==> src/rtl/fact_sched.sv <==
// fact_sched: round-robin scheduler that shares one iterative factorial
// engine between NREQ requesters.
// A job is accepted in IDLE. MUL performs one multiply per cycle.
// DONE holds the result on a shared response bus until the granted
// requester takes it.
module fact_sched #(
    parameter int NREQ = 2,
    parameter int W    = 32,
    parameter int NMAX = 12
) (
    input  logic                 clk,
    input  logic                 rst,
    input  logic [NREQ-1:0]      req_valid,
    input  logic [8*NREQ-1:0]    req_n,
    output logic [NREQ-1:0]      req_ready,
    output logic [NREQ-1:0]      rsp_valid,
    input  logic [NREQ-1:0]      rsp_ready,
    output logic [W-1:0]         rsp_data,
    output logic                 rsp_ovf,
    output logic                 busy,
    output logic [1:0]           grant_id
);

    typedef enum logic [1:0] {IDLE, MUL, DONE} state_t;

    localparam logic [7:0]      NMAX8   = 8'(NMAX);
    localparam logic [NREQ-1:0] ONE_HOT = {{(NREQ-1){1'b0}}, 1'b1};

    state_t          state;
    logic [W-1:0]    acc;
    logic [7:0]      cnt;
    logic [1:0]      last;
    logic [1:0]      gid;
    logic            ovf;

    logic            found;
    logic [1:0]      win;
    logic [7:0]      sel_n;
    logic [NREQ-1:0] win_hot;
    logic [NREQ-1:0] gid_hot;
    logic            rsp_ack;
    logic [W-1:0]    cnt_wide;

    // Round-robin pick: first valid requester after the last one served, wrapping
    always_comb begin
        found = 1'b0;
        win   = 2'd0;
        for (int k = 0; k < NREQ; k++) begin
            for (int i = 0; i < NREQ; i++) begin
                if (!found && req_valid[i] && (((int'(last) + 1 + k) % NREQ) == i)) begin
                    found = 1'b1;
                    win   = 2'(i);
                end
            end
        end
    end

    // Operand of the current winner, taken from its byte lane
    always_comb begin
        sel_n = 8'd0;
        for (int i = 0; i < NREQ; i++) begin
            if (win == 2'(i)) begin
                sel_n = req_n[8*i +: 8];
            end
        end
    end

    assign win_hot  = ONE_HOT << win;
    assign gid_hot  = ONE_HOT << gid;
    assign rsp_ack  = |(rsp_valid & rsp_ready & gid_hot);
    assign cnt_wide = W'(cnt);

    assign req_ready = (state == IDLE && found) ? win_hot : '0;
    assign rsp_data  = acc;
    assign rsp_ovf   = ovf;
    assign busy      = (state != IDLE);
    assign grant_id  = gid;

    // Job sequencer: accept, multiply down the counter, then hold the result until taken
    always_ff @(posedge clk or posedge rst) begin
        if (rst) begin
            state     <= IDLE;
            acc       <= '0;
            cnt       <= 8'd0;
            last      <= 2'(NREQ - 1);
            gid       <= 2'd0;
            ovf       <= 1'b0;
            rsp_valid <= '0;
        end else begin
            case (state)
                IDLE: begin
                    if (found) begin
                        gid <= win;
                        cnt <= sel_n;
                        if (sel_n > NMAX8) begin
                            ovf   <= 1'b1;
                            acc   <= '1;
                            state <= DONE;
                        end else begin
                            ovf   <= 1'b0;
                            acc   <= W'(1);
                            state <= MUL;
                        end
                    end
                end
                MUL: begin
                    if (cnt <= 8'd1) begin
                        state <= DONE;
                    end else begin
                        acc <= acc * cnt_wide;
                        cnt <= cnt - 8'd1;
                    end
                end
                DONE: begin
                    if (rsp_ack) begin
                        rsp_valid <= '0;
                        last      <= gid;
                        state     <= IDLE;
                    end else begin
                        rsp_valid <= gid_hot;
                    end
                end
                default: begin
                    state <= IDLE;
                end
            endcase
        end
    end

endmodule

==> config.mk <==
export PLATFORM = sky130hd
export DESIGN_NAME = fact_sched
export DESIGN_NICKNAME = d
export VERILOG_FILES = /design/src/rtl/fact_sched.sv
export SDC_FILE = /design/constraint.sdc
export NUM_CORES = 1
export LEC_CHECK = 0
export BUFFER_PORTS_ARGS = -buffer_cell sky130_fd_sc_hd__buf_2
export CAP_MARGIN = 25
export CORE_UTILIZATION = 55
export CTS_CLUSTER_DIAMETER = 200
export DETAILED_ROUTE_END_ITERATION = 10
export PLACE_DENSITY = 0.75
export SLEW_MARGIN = 30
export SYNTH_ARGS = -nofsm -noshare
export SYNTH_HDL_FRONTEND = slang
export SYNTH_SLANG_ARGS = --single-unit
==> constraint.sdc <==
create_clock -name clk -period 11.25 [get_ports clk]
set_clock_uncertainty 0.2 [all_clocks]
set_input_delay 0 -clock clk [delete_from_list [all_inputs] [get_ports clk]]
set_output_delay 0 -clock clk [all_outputs]
set_load 0.05 [all_outputs]
# After elaboration in Yosys (flattened, before gate mapping)

Index checks and enable logic that the tools add are counted.

Register bits: 48
Bits of input ports: 22
Output and inout bits: 40
Logic and storage cells: 74

Add/sub/neg operators: 3
$mul: 1
$lt $le $gt $ge: 2
Equal/unequal tests: 9
Shift operators: 2
Muxes and demuxes: 24
Bitwise operators: 4
Reduce and logical (&&, ||, !) cells: 22

Operator list:

| kind                                                                              | count |
|---|---|
| 32-bit 2-to-1 mux                                                                 | 3 |
| 32-bit logical NOT                                                                | 2 |
| 32-bit one-hot mux with 2 select lines                                            | 1 |
| 32-bit by 8-bit multiplier with 32-bit output                                     | 1 |
| 8-bit 2-to-1 mux                                                                  | 4 |
| 2-bit 2-to-1 mux                                                                  | 8 |
| 8-bit one-hot mux with 2 select lines                                             | 1 |
| 8-bit by 4-bit greater-than comparator with 1-bit output (second input constant)  | 1 |
| 8-bit by 1-bit less-or-equal comparator with 1-bit output (second input constant) | 1 |
| 1-bit logical AND                                                                 | 8 |
| 2-bit inequality test (second input constant)                                     | 4 |
| 8-bit by 1-bit subtractor with 8-bit output (second input constant)               | 1 |
| 2-bit equality test (second input constant)                                       | 3 |
| 1-bit 2-to-1 mux                                                                  | 6 |
| 2-bit one-hot mux with 3 select lines                                             | 1 |
| 3-bit AND reduction                                                               | 2 |
| 2-bit bitwise AND                                                                 | 2 |
| 2-bit by 1-bit equality test with 1-bit output (second input constant)            | 2 |
| 2-bit logical NOT                                                                 | 2 |
| 2-bit AND reduction                                                               | 2 |
| 2-bit nonzero test                                                                | 2 |
| 1-bit by 2-bit << shifter with 2-bit output (first input constant)                | 2 |
| 1-bit logical NOT                                                                 | 3 |
| 1-bit adder (second input constant)                                               | 2 |
| other kinds (2)                                                                   | 3 |

# Longest topological paths before layout

Gate-level depths: netlist of the first run.

Word-level depth: 24
Gate-level depth with buffers: 20
Depth with buffers taken out: 18

# Worst setup path after synthesis of the first run

OpenSTA, ideal clock, no wires.

Kind: reg-to-reg
From: reg cnt[5]
To: reg acc[31], in the netlist rsp_data[31]
Library setup time: 0.094 ns
Data arrival time: 5.275 ns
Data required time: 10.956 ns
Setup slack: 5.681 ns
Stages on the path, launching flop included: 19
Path buffers: 2
Period minus slack after synthesis: 5.569 ns
Path through: dfrtp_1 clkbuf_1 clkbuf_1 nand2_1 fa_1 fa_1 inv_1 fa_1 inv_1 fa_1 inv_1 ha_1 a21o_1 o31a_1 a221o_2 a41o_4 a211o_1 a21o_1 a221oi_2

Longest elaborated chain between the ends: 3
Elaborated cells between the ends (all ways): 6
Those cells by class: 1 x mul; 1 x order compare; 1 x eq/ne; 2 x mux; 1 x reduce/logical

Ends and longest elaborated chain:

| item                                                                                                                              | RTL line | source |
|---|---|---|
| start, declared                                                                                                                   | 31       | `logic [7:0] cnt;` |
| start signal, assigned                                                                                                            | 94       | `cnt <= sel_n;` |
| start signal, assigned                                                                                                            | 111      | `cnt <= cnt - 8'd1;` |
| 32-bit by 8-bit multiplier with 32-bit output / 8-bit by 1-bit less-or-equal comparator with 1-bit output (equally long branches) | 110, 107 |  |
| 32-bit 2-to-1 mux / 2-bit inequality test (equally long branches)                                                                 | n/a      |  |
| 32-bit one-hot mux with 2 select lines / 3-bit AND reduction (equally long branches)                                              | n/a      |  |
| end signal, assigned                                                                                                              | 110      | `acc <= acc * cnt_wide;` |
| end, declared                                                                                                                     | 30       | `logic [W-1:0] acc;` |

Several ways; a longest one is shown, not always the timed one. The select of a mux whose other input is x is not followed.
A chain may end at the register's enable or synchronous reset.

# Worst setup path after layout of the first run

From: reg cnt[5]
To: reg acc[27], in the netlist rsp_data[27]

Same word-level chain as after synthesis.

==> results of run 1 <==
==> worst max-delay path by stage <==
stage	slack (ns)	cells after the start	to	from
floorplan	5.68	18	rsp_data[31]	cnt[5]
global placement	5.34	16	rsp_data[31]	cnt[4]
detailed placement	5.19	16	rsp_data[31]	cnt[4]
CTS	5.18	16	rsp_data[31]	cnt[4]
global route	4.95	17	rsp_data[28]	cnt[5]
finish	5.27	16	rsp_data[27]	cnt[5]
==> area by class of cell <==
class | instances | area [um^2]
Sequential cell | 47 | 1180
Tap cell | 211 | 264
Timing Repair Buffer | 85 | 531
Clock inverter | 2 | 35.0
Fill cell | 1337 | 5770
Inverter | 146 | 551
Multi-Input combinational cell | 763 | 6960
Clock buffer | 6 | 139
==> routing by layer <==
metal,global-route usage (%),part of all wire (%),vias up
met5,0,0,-
met4,3.39,0.58,0
met3,3.16,5.6,16
met2,47.0,48,212
met1,39.4,46,3445
li1,-,-,3238
==> sequential cells by signal, indices dropped and copies added, names as in the netlist <==
name       flops
cnt            8
grant_id       1
last           1
rsp_data      32
rsp_ovf        1
rsp_valid      2
state          2
==> cell usage in the layout (no fill, tap or decap), types with 36 or more instances in the layout <==
cell type  Yosys  layout
and2_1       178     178
a21oi_1       53      53
nor2_1        37      36
fa_1         156     156
dfrtp_1       46      45
buf_2          1      60
inv_1        146     145
o21ai_0       42      42
nand2_1      101     100
ha_1          42      42
==> cells by family after synthesis <==
logic type                 after synthesis  share of synthesized area (%)
and+or+nand+nor                        359                           21.4
adders and majority gates              198                           41.2
buffers and inverters                  189                           8.12
AOI/OAI and AO/OA                      165                           11.8
DFF                                     47                           13.3
xor gates and xnor gates                30                           2.97
muxes                                   10                           1.15
other                                    1                         0.0424
==> repair_timing <==
action / in CTS / in global routing
endpoints found under the hold margin: 59 / 0
buffers inserted: 0 / 0
hold buffers: 17 / 0
endpoints found under the setup margin: 0 / 0
==> worst max-delay path, cell delays in order (launching register included) <==
cell and delay (ns):
dfrtp_1 0.92, nand2_1 0.17, fa_1 0.54, fa_1 0.55, inv_1 0.06, fa_1 0.53, inv_1 0.06, fa_1 0.52
inv_1 0.04, ha_1 0.36, a21o_1 0.22, o31a_1 0.28, a221o_2 0.46, a41o_4 0.31, a311oi_1 0.36, mux2i_1 0.22
nand2_1 0.07
==> per-stage QoR <==
step	util (%)	hold WS, ns	worst slack, ns	cell area, um^2
CTS	62.6	0.00619	5.18	9660
global placement	60.3	0.114	5.34	9300
detailed placement	60.4	-0.0714	5.19	9310
finish	62.6	0.0304	5.27	9660
floorplan	-	0.00191	5.68	8850
global route	62.6	0.0474	4.95	9660
==> results by group, run 1 <==
Run status
  – Status: finished clean

Critical path
  – WP data arrival: 5.96 ns
  – Worst EP required: 11.23 ns
  – Worst r2r src: cnt[5]
  – Type of the worst setup path: flip-flop to flip-flop
  – Worst R2R Path Depth: 16
  – Crit path capture type: flip-flop
  – R2r setup slk: 5.27 ns
  – CP Launch Type: flip-flop
  – Critical-path maximum fanout: 31
  – Worst reg2reg endpoint: rsp_data[27]

Layout
  – Fin cells: 1,260
  – Layout cell share with drive strength beyond 1: 8.87%
  – N_diodes: 0
  – NumNets Final: 1,268
  – Area grow syn2layout: 9.19%

Yosys
  – Synth top cells by count: and2_1, fa_1, inv_1, nand2_1, a21oi_1
  – Most frequent cell after synthesis: and2_1
  – Syn_nets: 1,219
  – Most used DFF post-synth: dfrtp_1
  – Syn avg cell area: 8.86 um^2
  – Yosys warning total: 0
  – Yosys top cell area share: 35.3%
  – Cells after Synth: 999
  – Synthesized cell area: 8850 um^2
  – Synth top area cells: fa_1, dfrtp_1, and2_1
  – Post-synth EDFFs: 0
  – Distinct cell type count after synthesis: 56
  – Synth area leader: fa_1
  – Sequential fraction of the synthesis area: 13.3%
  – Post-synth ARST share: 100%
  – Yosys reg bits: 47

Clocking
  – Clk_lat worst skew: 0.29 ns
  – CTS buffer count: 5
  – Worst-path clk slew: 0.07 ns
  – Longest Clk Path Bufs: 2
  – PostCTS Resize Cnt: 0
  – Sink Count: 47
  – CTS tree: done
  – CTS root buf: clkbuf_16
  – Htree depth: 2

Global routing
  – Total track usage: 27.7%
  – Initial antenna violation count: 0
  – Largest net degree at the start of global routing: 48
  – GRT Residual Overflow: 0
  – First-pass GRT wire length: 35,900 um
  – Vias in the first global route: 7,198

Drt
  – WL/cell: 16.7 um
  – DRC viols: 0
  – Initial DRC Count: 382
  – Vias per Instance: 5.48
  – Total routed wirelength: 21,000 um
  – Via Count: 6,911
  – Initial DRT Pass Iterations: 5
  – Antenna Violating Nets Remaining: 0

Die
  – Die Height: 129 um
  – Die Area: 16,600 um^2
  – Initial core utilization: 57.3%
  – Core Rows: 45
  – I/O pins: 62
  – CORE AREA: 15,400 um^2
  – Die Wd: 129 um

Place
  – Dpl cells: 1,235
  – Dpl hpwl: 15,600 um
  – Number of I/O port buffers: 60
  – Gp weighted congestion: 0.895

Timing
  – Worst-margin pin slew: 0.878 ns
  – RSZ-0062 raised after global routing: false
  – Setup TNS: 0 ns
  – Setup Viol. Count Final: 0
  – Final min period: 5.98 ns
  – Fin. max-slew vios: 0
  – Fmax: 167 MHz
  – Final Hold Viols: 0
  – Headroom to the max-slew limit: 41.5%
  – Tcrit/Tclk final: 53.2%

Min path
  – Hold path cells: 4
  – Min-delay src: req_n[13]
  – WHS Endpoint: cnt[5]
  – Hold crit path type: input port to flip-flop

Run
  – Max-capacitance violation count: 0
Power of run 1 is left out: the tool's default activity adds up to more than one toggle a clock period on the data nets, which glitch-free logic cannot reach.
==> run 2, diff against run 1 <==
ABC_AREA = 1   (was default)
PLACE_DENSITY = 0.74   (was 0.75)
clock period = 5.81 ns   (was 11.25 ns; I/O delays follow)
==> results by group, run 2 <==
Min path
  – Hold path cells: 6
  – WHS Endpoint: cnt[0]
  – Hold crit path type: input port to flip-flop
  – Min-delay src: req_n[8]

Timing
  – WHS: 0.0312 ns
  – Fin. max-slew vios: 0
  – Fmax: 194 MHz
  – Worst-margin pin slew: 0.827 ns
  – Setup Viol. Count Final: 0
  – Headroom to the max-slew limit: 44.7%
  – RSZ-0062 raised after global routing: false
  – Setup TNS: 0 ns
  – Final min period: 5.16 ns
  – Tcrit/Tclk final: 88.8%
  – Final Hold Viols: 0

Global routing
  – Largest net degree at the start of global routing: 48
  – GRT Residual Overflow: 0
  – Total track usage: 30.6%
  – Vias in the first global route: 8,903
  – First-pass GRT wire length: 43,800 um
  – Initial antenna violation count: 0

Run status
  – Status: finished clean

Die
  – Die Height: 136 um
  – Core Rows: 48
  – CORE AREA: 17,400 um^2
  – Die Wd: 136 um
  – I/O pins: 62
  – Die Area: 18,400 um^2
  – Initial core utilization: 56.6%

Critical path
  – Max stage delay on crit path: 0.82 ns
  – WP data arrival: 5.12 ns
  – Crit path capture type: flip-flop
  – Worst reg2reg endpoint: rsp_data[31]
  – CP Launch Type: flip-flop
  – Worst-path cell chain: buf_4 > nand2_1 > inv_1 > fa_1 > fa_1 > fa_1 > fa_1 > ha_1 > a21oi_1 > nand2_1 > nand2_1 > nand2_1 > nand2_1 > nand2_1 > nor2_1 > nand3_1 > nand3_1 > a21oi_1
  – CP dominant cell by count: nand2_1
  – Worst r2r src: cnt[2]
  – R2r setup slk: 0.65 ns
  – Worst R2R Path Depth: 18
  – Type of the worst setup path: flip-flop to flip-flop
  – Max stage delay cell, worst path: dfrtp_1
  – Worst EP required: 5.77 ns
  – Critical-path maximum fanout: 17

Clocking
  – CTS buffer count: 5
  – CTS tree: done
  – Sink Count: 47
  – Htree depth: 2
  – Post-CTS Setup Inserts: 0
  – CTS root buf: clkbuf_16
  – Longest Clk Path Bufs: 2
  – Clk_lat worst skew: 0.31 ns
  – Worst-path clk slew: 0.07 ns

Layout
  – Area grow syn2layout: 7.48%
  – Max reg flops: 32
  – FILL cells: 1,622
  – Layout cell share with drive strength beyond 1: 7.78%
  – FF/Latch Area: 1180 um^2
  – Final core utilization: 60.8%
  – Area taken by multi-input logic gates: 6880 um^2
  – NumNets Final: 1,684
  – Most frequent cells in the layout: nand2_1, inv_1, fa_1
  – Commonest non-fill, non-tap cell in the layout: nand2_1
  – N_diodes: 0
  – Post-layout instance area: 10,600 um^2

Yosys
  – Synth top area cells: fa_1, nand2_1, inv_1
  – Most frequent cell after synthesis: nand2_1
  – Yosys warning total: 0
  – Synthesized cell area: 9820 um^2
  – Post-synth ARST share: 100%
  – Synth area leader: fa_1
  – Syn avg cell area: 6.85 um^2
  – Post-synth EDFFs: 0
  – Sequential fraction of the synthesis area: 12.0%
  – Most used DFF post-synth: dfrtp_1
  – Synth top cells by count: nand2_1, inv_1, fa_1, nor2_1, a21oi_1
  – Cells after Synth: 1,432
  – Yosys top cell area share: 31.8%
  – Syn_nets: 1,652
  – Yosys reg bits: 47
  – Distinct cell type count after synthesis: 38

Run
  – Max-capacitance violation count: 0

Place
  – Gp weighted congestion: 0.988
  – Dpl hpwl: 20,800 um
  – Number of I/O port buffers: 60
  – Post-DP Area: 10,200 um^2

Drt
  – Total routed wirelength: 26,100 um
  – Antenna Violating Nets Remaining: 0
  – Initial DRC Count: 576
  – Initial DRT Pass Iterations: 5
  – WL/cell: 15.4 um
  – Via Count: 8,817
  – DRC viols: 0
  – Vias per Instance: 5.22
run 2: changes by cell type after synthesis, moves of 7 or more:
| cell | previous run | this run |
|---|---|---|
| nand2_1 | 101 | 414 |
| inv_1 | 146 | 389 |
| and2_1 | 178 | 0 |
| nor2_1 | 37 | 85 |
| nand3_1 | 11 | 47 |
| a21oi_2 | 1 | 19 |
| xnor2_1 | 19 | 1 |
| nand4_1 | 0 | 15 |
| clkbuf_1 | 39 | 52 |
| a21o_1 | 14 | 3 |
| mux2i_1 | 9 | 0 |
| a211oi_1 | 7 | 0 |
run 2: worst max-delay path by stage:
stage,start,end,slack (ns),cells after the start
6_report,cnt[2],rsp_data[31],0.65,18
5_1_grt,cnt[2],rsp_data[31],0.32,20
4_1_cts,cnt[5],rsp_data[30],0.71,20
3_5_place_dp,cnt[5],rsp_data[30],0.74,20
3_3_place_gp,cnt[4],rsp_data[24],0.76,17
2_1_floorplan,cnt[5],rsp_data[30],1.01,22
run 2: critical path: cells and delay by family (launching register included):
| family | cells | cell delay (ns) |
|---|---|---|
| AOI/OAI and AO/OA | 2 | 0.42 |
| adders and majority gates | 5 | 2.25 |
| buffers and inverters | 2 | 0.46 |
| DFF | 1 | 0.82 |
| and+or+nand+nor | 9 | 0.87 |
run 2: cell type report:
cell class              count  share of cell area, %
clock buffers               5                   1.19
clock inverters             3                  0.225
inverters                 392                   14.0
multi-input cells         927                   65.2
flip-flops and latches     47                   11.2
well taps                 225                   2.67
repair buffers             91                   5.57
run 2: kinds of logic (layout without fill, tap and decap cells):
family / count (synthesis) / in the layout / synth area share, %
compound gates: 136 / 136 / 8.25
xor+xnor: 7 / 7 / 0.625
fa+ha+maj: 198 / 198 / 37.2
buf+inv: 458 / 491 / 17.9
flops: 47 / 47 / 12.0
other cells: 1 / 1 / 0.0382
simple gates: 585 / 585 / 24.0
run 2: layer usage:
| layer | up-vias | routed length [um] | global-route usage (%) |
|---|---|---|---|
| li1 | 4202 | - | - |
| met1 | 4239 | 11500 | 42.5 |
| met2 | 338 | 12200 | 51.5 |
| met3 | 38 | 2050 | 3.78 |
| met4 | 0 | 333 | 5.74 |
| met5 | - | 0 | 0 |
run 2: through the flow:
| step | setup slack, ns | cells |
|---|---|---|
| after CTS | 0.708 | 1690 |
| after floorplan | 1.01 | 1432 |
| after global routing | 0.323 | 1690 |
| after global placement | 0.764 | 1665 |
| final | 0.649 | 1690 |
| after detailed placement | 0.738 | 1665 |
run 2: repair_timing:
item	in CTS	in global routing
hold buffers	17	0
resized for setup	0	0
endpoints found under the hold margin	59	0
Power of run 2 is left out for the same reason.
==> run 3, diff against run 2 <==
clock period = 6.5 ns   (was 5.81 ns; I/O delays follow)
==> results by group, run 3 (synthesis gave the netlist of run 2 again) <==
Run status
  – Status: finished clean

Critical path
  – Worst R2R Path Depth: 22
  – Worst-path cell chain: buf_4 > nand2_1 > inv_1 > fa_1 > fa_1 > fa_1 > inv_1 > fa_1 > inv_1 > ha_1 > nand2_1 > inv_1 > nand2_1 > nor2_1 > nand2_1 > nand3_1 > nand2_1 > inv_1 > nor2_1 > nand3_1 > nand3_1 > a21oi_1
  – Critical-path maximum fanout: 18
  – R2r setup slk: 1.17 ns
  – WP data arrival: 5.29 ns
  – Critical path launch point: cnt[3]
  – Worst EP required: 6.46 ns
  – CP endpoint: rsp_data[31]
  – CP Launch Type: flip-flop
  – Crit path capture type: flip-flop
  – Max stage delay on crit path: 0.81 ns
  – Worst reg2reg endpoint: rsp_data[31]
  – Worst r2r src: cnt[3]
  – Type of the worst setup path: flip-flop to flip-flop
  – Max stage delay cell, worst path: dfrtp_1

Drt
  – Total routed wirelength: 25,500 um
  – DRC viols: 0
  – WL/cell: 15.2 um
  – Antenna Violating Nets Remaining: 0
  – Initial DRC Count: 574
  – Via Count: 8,769
  – Initial DRT Pass Iterations: 5
  – Vias per Instance: 5.21

Die
  – I/O pins: 62
  – Core Rows: 48
  – Die Area: 18,400 um^2
  – Die Height: 136 um
  – Initial core utilization: 56.6%
  – Die Wd: 136 um
  – CORE AREA: 17,400 um^2

Clocking
  – Htree depth: 2
  – Hold buffer count at cts: 15
  – PostCTS Resize Cnt: 0
  – Post-CTS Setup Inserts: 0
  – Sink Count: 47
  – Clk_lat worst skew: 0.30 ns
  – Worst-path clk slew: 0.07 ns
  – CTS buffer count: 5
  – CTS tree: done
  – CTS root buf: clkbuf_16
  – Longest Clk Path Bufs: 2

Layout
  – Area grow syn2layout: 6.81%
  – FF/Latch Area: 1180 um^2
  – Max reg flops: 32
  – Area taken by multi-input logic gates: 6880 um^2
  – Commonest non-fill, non-tap cell in the layout: nand2_1
  – Most frequent cells in the layout: nand2_1, inv_1, fa_1
  – N_diodes: 0
  – FILL cells: 1,641
  – Post-layout instance area: 10,500 um^2
  – NumNets Final: 1,678
  – Layout cell share with drive strength beyond 1: 7.47%

Timing
  – Headroom to the max-slew limit: 43.5%
  – Setup TNS: 0 ns
  – Final Hold Viols: 0
  – RSZ-0062 raised after global routing: false
  – Final min period: 5.33 ns
  – Fin. max-slew vios: 0
  – Worst-margin pin slew: 0.845 ns
  – Fmax: 188 MHz
  – Setup Viol. Count Final: 0
  – Tcrit/Tclk final: 81.9%

Global routing
  – Total track usage: 30.4%
  – Largest net degree at the start of global routing: 48
  – GRT Residual Overflow: 0
  – Vias in the first global route: 9,143
  – First-pass GRT wire length: 44,100 um
  – Initial antenna violation count: 0

Place
  – Number of I/O port buffers: 60
  – Gp weighted congestion: 0.927
  – Dpl hpwl: 20,000 um
  – Post-DP Area: 10,200 um^2

Run
  – Max-capacitance violation count: 0

Min path
  – Hold crit path type: input port to flip-flop
run 3: per-layer routing:
| metal | GRT usage [%] | part of all wire, % | up-vias |
|---|---|---|---|
| met5 | 0 | 0 | - |
| met4 | 7.43 | 1.7 | 0 |
| met3 | 3.48 | 6.2 | 37 |
| met2 | 51.6 | 48 | 290 |
| met1 | 41.4 | 44 | 4240 |
| li1 | - | - | 4202 |
run 3: how the worst min path moves through the flow:
stage | end | from | cells after the start
3_5_place_dp | rsp_valid[1] | rst | 2
5_1_grt | rsp_ovf | req_n[15] | 5
6_report | rsp_ovf | req_n[15] | 5
2_1_floorplan | rsp_valid[1] | rsp_ready[1] | 3
4_1_cts | rsp_ovf | req_n[15] | 5
3_3_place_gp | grant_id[0] | rst | 2
run 3: stage by stage:
step | std cells | hold WS [ns] | utilization [%] | worst slack [ns]
2_1_floorplan | 1432 | 0.0269 | - | 1.70
3_3_place_gp | 1661 | 0.103 | 58.7 | 1.23
3_5_place_dp | 1661 | -0.0723 | 58.7 | 1.14
4_1_cts | 1684 | 0.0000177 | 60.4 | 1.16
5_1_grt | 1684 | 0.0531 | 60.4 | 0.702
6_report | 1684 | 0.00338 | 60.4 | 1.17
run 3: worst max-delay path: cells and delay by family, from the launching register on:
kind                       cells  cell delay, ns
and+or+nand+nor               10            1.08
DFF                            1            0.81
buffers and inverters          6            0.66
AOI/OAI and AO/OA              1            0.08
adders and majority gates      5            2.36
run 3: area by class of cell:
class                           count  share of cell area (%)
Clock inverter                      2                   0.155
Sequential cell                    47                    11.2
Tap cell                          225                    2.69
Multi-Input combinational cell    927                    65.6
Inverter                          392                    14.1
Clock buffer                        6                    1.23
Timing Repair Buffer               85                    5.01
Power of run 3 is left out for the same reason.
